===== src/rtl/mux_arbiter_pkg.sv =====
// mux_arbiter_pkg: flit type codes, default sizes and FSM state encodings shared by the arbiter
package mux_arbiter_pkg;
  localparam int DEF_NREQ = 2;
  localparam int DEF_TYPEW = 2;
  localparam int DEF_SELW = 5;
  localparam int DEF_TMO = 64;
  localparam int DEF_CNTW = 7;
  typedef enum logic [DEF_TYPEW-1:0] {
    TYPE_NONE = 2'd0,
    TYPE_HEAD = 2'd1,
    TYPE_DATA = 2'd2,
    TYPE_TAIL = 2'd3
  } flit_type_e;
  typedef enum logic {
    ST_IDLE = 1'b0,
    ST_LOCKED = 1'b1
  } state_e;
endpackage


===== src/rtl/mux_arbiter_rr_pick.sv =====
// rr_pick: combinational round-robin picker, first request at or after ptr wins
module rr_pick #(
  parameter int NREQ = 2,
  parameter int PW = 1
) (
  input  logic [NREQ-1:0] req,
  input  logic [PW-1:0]   ptr,
  output logic [NREQ-1:0] gnt,
  output logic [PW-1:0]   idx
);
  always_comb begin
    gnt = '0;
    idx = '0;
    for (int i = NREQ - 1; i >= 0; i--) begin
      if (|(req & (NREQ'(1) << ((int'(ptr) + i) % NREQ)))) begin
        gnt = NREQ'(1) << ((int'(ptr) + i) % NREQ);
        idx = PW'((int'(ptr) + i) % NREQ);
      end
    end
  end
endmodule


===== src/rtl/mux_arbiter.sv =====
// mux_arbiter: wormhole round-robin arbiter driving the flit mux select, with lock watchdog
module mux_arbiter
  import mux_arbiter_pkg::*;
#(
  parameter int NREQ = DEF_NREQ,
  parameter int TYPEW = DEF_TYPEW,
  parameter int SELW = DEF_SELW,
  parameter int TMO = DEF_TMO,
  parameter int CNTW = DEF_CNTW
) (
  input  logic                  clk,
  input  logic                  rst_,
  input  logic [NREQ-1:0]       ivalid,
  input  logic [NREQ*TYPEW-1:0] itype,
  input  logic                  ordy,
  output logic [SELW-1:0]       sel,
  output logic [NREQ-1:0]       grant,
  output logic [NREQ-1:0]       irdy,
  output logic                  locked,
  output logic                  tmo_err
);
  localparam int PW = NREQ > 1 ? $clog2(NREQ) : 1;
  state_e state;
  logic [PW-1:0] rr_ptr, owner, pick_idx, nxt_ptr;
  logic [CNTW-1:0] wd_cnt;
  logic [NREQ-1:0] head_req, pick_gnt;
  logic [TYPEW-1:0] ftype [NREQ];
  logic own_vld, own_tail, wd_fire;
  for (genvar i = 0; i < NREQ; i++) begin : g_port
    assign ftype[i] = itype[i*TYPEW +: TYPEW];
    assign head_req[i] = ivalid[i] && ftype[i] == TYPE_HEAD;
  end
  rr_pick #(.NREQ(NREQ), .PW(PW)) u_pick (
    .req(head_req),
    .ptr(rr_ptr),
    .gnt(pick_gnt),
    .idx(pick_idx)
  );
  // a HEAD seen on the owner while locked only matters as a non-TAIL flit
  assign own_vld = ivalid[owner];
  assign own_tail = own_vld && ordy && ftype[owner] == TYPE_TAIL;
  assign wd_fire = !own_vld && wd_cnt == CNTW'(TMO - 1);
  assign nxt_ptr = PW'((int'(owner) + 1) % NREQ);
  assign irdy = grant & {NREQ{ordy}};
  assign locked = state == ST_LOCKED;
  always_ff @(posedge clk) begin
    if (!rst_) begin
      state <= ST_IDLE;
      grant <= '0;
      sel <= '0;
      owner <= '0;
      rr_ptr <= '0;
      wd_cnt <= '0;
      tmo_err <= 1'b0;
    end else begin
      tmo_err <= 1'b0;
      if (state == ST_IDLE) begin
        wd_cnt <= '0;
        if (|head_req) begin
          state <= ST_LOCKED;
          grant <= pick_gnt;
          owner <= pick_idx;
          sel <= SELW'(pick_idx);
        end
      end else if (own_tail || wd_fire) begin
        state <= ST_IDLE;
        grant <= '0;
        wd_cnt <= '0;
        rr_ptr <= nxt_ptr;
        tmo_err <= wd_fire;
      end else begin
        wd_cnt <= own_vld ? '0 : wd_cnt + 1'b1;
      end
    end
  end
endmodule

===== config.mk =====
export PLATFORM = sky130hd
export DESIGN_NAME = mux_arbiter
export DESIGN_NICKNAME = d
export VERILOG_FILES = /design/src/rtl/mux_arbiter_pkg.sv /design/src/rtl/mux_arbiter_rr_pick.sv /design/src/rtl/mux_arbiter.sv
export SDC_FILE = /design/constraint.sdc
export NUM_CORES = 1
export LEC_CHECK = 0
export CORE_MARGIN = 4
export CORE_UTILIZATION = 33
export DETAILED_ROUTE_END_ITERATION = 10
export DONT_BUFFER_PORTS = 1
export GPL_TIMING_DRIVEN = 0
export PLACE_DENSITY = 0.46
export SETUP_SLACK_MARGIN = 0.5
export SLEW_MARGIN = 15
export SYNTH_ARGS = -nofsm -noshare
export SYNTH_HDL_FRONTEND = slang
export SYNTH_SLANG_ARGS = --single-unit

===== constraint.sdc =====
create_clock -name clk -period 3.9 [get_ports clk]
set_input_delay 0.195 -clock clk [delete_from_list [all_inputs] [get_ports clk]]
set_output_delay 0.195 -clock clk [all_outputs]
set_load 0.01 [all_outputs]

---- After elaboration in Yosys (flattened, before gate mapping) ----
Index checks and enable logic that the tools add are counted.
operators by class
  order comparisons ....................... 2
  multiplexer cells ....................... 15
  reduce and logical (&&, ||, !) cells .... 16
  add/sub/neg operators ................... 3
  shift-type cells ........................ 2
  equality and inequality tests ........... 5
  bitwise gates (word level) .............. 7
operator list
  cell                                                        count
  << shifter 1 x 32 -> 2 bit, first input constant            1
  two-way mux 2 bit                                           8
  adder 7 x 1 -> 7 bit, second input constant                 1
  equality test 7 x 6 -> 1 bit, second input constant         1
  two-way mux 1 bit                                           7
  AND 2 bit                                                   3
  AND reduction 2 bit                                         3
  OR reduction 2 bit                                          3
  logical AND 1 bit                                           5
  equality test 2 x 1 -> 1 bit, second input constant         2
  OR reduction 4 bit                                          1
  AND reduction 3 bit                                         1
  adder 1 bit, second input constant                          2
  equality test 2 bit, second input constant                  1
  >= comparator 2 bit, second input constant                  1
  less-than comparator 1 x 2 -> 1 bit, second input constant  1
  inequality test 2 x 1 -> 1 bit, second input constant       1
  NOT 1 bit                                                   2
  NOT 1 -> 2 bit                                              1
  nonzero test 2 bit                                          1
  << shifter 1 x 1 -> 2 bit, first input constant             1
  AND 1 bit, first input constant                             1
  zero test 1 bit                                             1
  logical OR 1 bit                                            1
word-level totals
  flip-flop bits (word level) ............. 13
  output and inout bits ................... 11
  logic and storage cells ................. 56

---- Depth between registers and ports, before layout ----
  depth in word-level cells ............... 9
  gate-level depth with buffers ........... 5
  depth with buffers taken out ............ 5

---- By module ----
Synthesis repeated with hierarchy kept, for this count alone.
unflattened totals
  cell total of the unflattened synthesis .. 70
  area total of the unflattened synthesis .. 633.1 µm²
modules (own cells, without submodules)
  module       sequential area each (µm²)  cells an instance  area an instance (µm²)  times used
  mux_arbiter  260.2                       66                 606.8                   1
  rr_pick      0.0                         4                  26.3                    1

---- Worst setup path after synthesis ----
No wires, ideal clock.
  path kind ............................... register -> register
  start ................................... reg wd_cnt[0]
  end ..................................... reg grant[0]
  stages on the path, launching flop included .. 6
  slack ................................... 2372 ps
  arrival time ............................ 1411 ps
  data required time ...................... 3784 ps
  cell sequence ........................... dfxtp_1 > ha_1 > nand3_2 > or3_4 > o32a_2 > a41o_1
on the way
  longest elaborated chain between the ends .. 5
ends and longest elaborated chain
  element                                   line               text
  start, declared                           mux_arbiter.sv:25  logic [CNTW-1:0] wd_cnt;
  start signal, assigned                    mux_arbiter.sv:72  wd_cnt <= own_vld ? '0 : wd_cnt + 1'b1;
  equality test 7 x 6 -> 1 bit              mux_arbiter.sv:42  assign wd_fire = !own_vld && wd_cnt == CNTW'(TMO - 1);
  logical AND 1 bit                         mux_arbiter.sv:42
  logical OR 1 bit                          mux_arbiter.sv:65  end else if (own_tail || wd_fire) begin
  inequality test 2 x 1 -> 1 bit (no line)  --
  AND reduction 2 bit (no line)             --
  end signal, assigned                      mux_arbiter.sv:61  grant <= pick_gnt;
  end, declared                             mux_arbiter.sv:17  output logic [NREQ-1:0] grant,
Every way passes these cells.
A chain may end at the register's enable or synchronous reset.

---- Worst setup path in the final report ----
Same ends and word-level chain as after synthesis.

==> out/results.ini <==
[status]
status=completed

[power_and_ir_drop]
p_sw_w=0.0000570
p_int_w=0.000184
p_per_area_nw_per_um2=345
p_leak_nw=0.303
switching_share_pct=23.6
p_clk_share_pct=33.6
ir_worst_vdd_uv=178
p_comb_share_pct=8.9
p_seq_share_pct=57.5

[yosys]
synth_top_area_cell=dfxtp_1
ys.flop_type=dfxtp_1
syn_area_sq_um=629
synth_cells=68
yosysWarnings=0
yosysSeqAreaShare_pct=41.4
async_flop_share_pct=0
yosysTopAreaCellShare_pct=41.4
synth_edf_count=0
synth_most_common_cell=dfxtp_1
synth_common_cells=dfxtp_1, nor2_1, buf_4, nand2_1, o21ai_0
yosys.cell_types.count=28
syn_avg_cell_area_sq_um=9.26
netlist_top_cells_area=dfxtp_1, buf_4, nor2_1
synth-seq-cells=13

[critical_path]
critPathKind=reg -> reg
critPathMaxStageDelay_ns=0.39
critPathLaunchType=flip-flop
crit_slowest_cell=or3_4
cp_cell_sequence=ha_1 -> nand3_2 -> or3_4 -> o32a_2 -> a41o_1
end_kind=flip-flop
cp_max_fo=4
crit_family=simple AND/OR/NAND/NOR gates
cp_num_buf_inv=0
critPathRequiredTime_ns=4.07
cp.arrival_ns=1.79

[sta]
rsz0062_at_grt=no
whs_ns=0.0434
tns_ns=0
slew_violations=0
min_period_over_period_pct=41.4
setup_viol=0
finClkSkew_ns=0.00746
tightest_slew_ns=0.483
worst_slack_ns=2.28
clock.fmax_mhz=619
period_needed_ns=1.62
slew_headroom_pct=67.0
hold_violations=0

[placement]
post-dp-hpwl_microns=847
place_congestion=0.722
port_buffers=0
place_worst_setup_slack_ns=2.30
placed_cell_area_sq_um=672

[clock_network]
root_buffer=clkbuf_4
htree_levels=1
clk_pin_slew_ns=0.08
clockBufferDepth=2
post_cts_buffers=0
cts.repair.resized=0
cts.sinks=13
clk_latency_ns=0.27
cts_tree=built
postCtsHoldBufs=0
cts-buffers-inserted=3

[routing]
postRouteAntennaNets=0
wl_per_cell_microns=10.8
drt_iter0_markers=5
viasPerCell=4.51
remaining_drc_errors=0
via_count=451
drt_wl_total_mm=1.08
firstDrtPassIters=4

[global_routing]
grt.total_usage_pct=8.92
grt.overflow.total=0
grt_max_degree=10
antenna_found_initial=0
grt_pass1_wl_mm=1.67
grt_pass1_vias=377

[finish]
syn_to_final_growth_pct=11.1
n_fill_cell=193
finish.utilization_pct=39.6
nNetsFinal=86
regArea_sq_um=260
drive_above_1_share_pct=22.7
n_antenna_cell=0
final_area_sq_um=699
multi_input_area_sq_um=328

[floorplan]
die_area_sq_um=2670
core_area_sq_um=1760
die_x_microns=51.7
start_util_pct=35.7
ios=20
die-height_microns=51.7
rows=15

[run]
maxCapViolCount=0

[hold_path]
hp-class=in -> reg

==> path summary, 6_finish.rpt <==
check	start	end	slack, ns	cells after the start
max	wd_cnt[0]	grant[0]	2.28	5
min	rst_	locked	0.04	1
max reg2reg	wd_cnt[0]	grant[0]	2.28	5
min reg2reg	wd_cnt[0]	wd_cnt[0]	0.44	1
==> power by group through the flow <==
| stage | Combinational, W | Sequential (W) | Clock [W] |
|---|---|---|---|
| floorplan | 0.0000188 | 0.000141 | 0 |
| global placement | 0.0000212 | 0.000142 | 0 |
| detailed placement | 0.0000211 | 0.000142 | 0 |
| CTS | 0.0000213 | 0.000139 | 0.0000851 |
| global route | 0.0000239 | 0.000139 | 0.0000928 |
| finish | 0.0000215 | 0.000139 | 0.0000811 |
==> kinds of logic after synthesis <==
| kind of cell | after synthesis | share of synthesized area, % |
|---|---|---|
| simple gates | 29 | 26.4 |
| flops | 13 | 41.4 |
| compound gates | 10 | 12.5 |
| buf+inv | 8 | 8.35 |
| xor+xnor | 4 | 5.57 |
| mux | 2 | 3.18 |
| fa+ha+maj | 1 | 1.99 |
| other cells | 1 | 0.596 |
==> worst reg2reg max path, stage by stage (launching register included) <==
cell	delay, ns
dfxtp_1	0.35
ha_1	0.20
nand3_2	0.11
or3_4	0.39
o32a_2	0.22
a41o_1	0.24
==> area by class of cell <==
cell class,count,area share (%)
plain buffers,6,6.44
clock buffers,3,3.22
clock inverters,1,0.716
inverters,2,1.07
multi-input cells,50,46.9
flip-flops and latches,13,37.2
well taps,25,4.47
==> registers in the layout, indices dropped and copies added (netlist names) <==
name	cells
owner	1
locked	1
tmo_err	1
rr_ptr	1
wd_cnt	7
grant	2
==> metal layers <==
| layer | vias up | global-route usage [%] | share of wire (%) |
|---|---|---|---|
| met2 | 19 | 10.4 | 34 |
| met1 | 192 | 11.8 | 51 |
| met3 | 2 | 6.59 | 14 |
| met5 | - | 0 | 0 |
| li1 | 238 | - | - |
| met4 | 0 | 3.93 | 1.3 |
==> layout by cell type (no fill, tap or decap) <==
cell       netlist  layout
o21a_1           1       1
o211a_1          1       1
clkbuf_4         1       4
mux2i_1          2       2
nor2_1           9       9
o32a_2           1       1
nand3b_1         2       2
xnor2_1          2       2
xor2_1           2       2
nand3_1          2       2
clkinv_2         0       1
a41o_1           2       2
nor3_1           1       1
nand2b_1         1       1
or2b_2           2       2
or3_4            1       1
and3b_2          2       2
inv_1            2       2
nand3_2          1       1
ha_1             1       1
a2111oi_0        1       1
buf_4            5       5
and2_1           2       2
conb_1           1       4
a31oi_1          1       1
nand2_1          5       5
and3_1           1       1
o21ai_0          3       3
dfxtp_1         13      13
==> metrics by stage <==
stage / total power (W) / cells
floorplan: 0.000160 / 71
global placement: 0.000163 / 96
detailed placement: 0.000163 / 96
CTS: 0.000245 / 100
global route: 0.000256 / 100
finish: 0.000241 / 100
No activity file was read; power rests on OpenSTA's default activity.
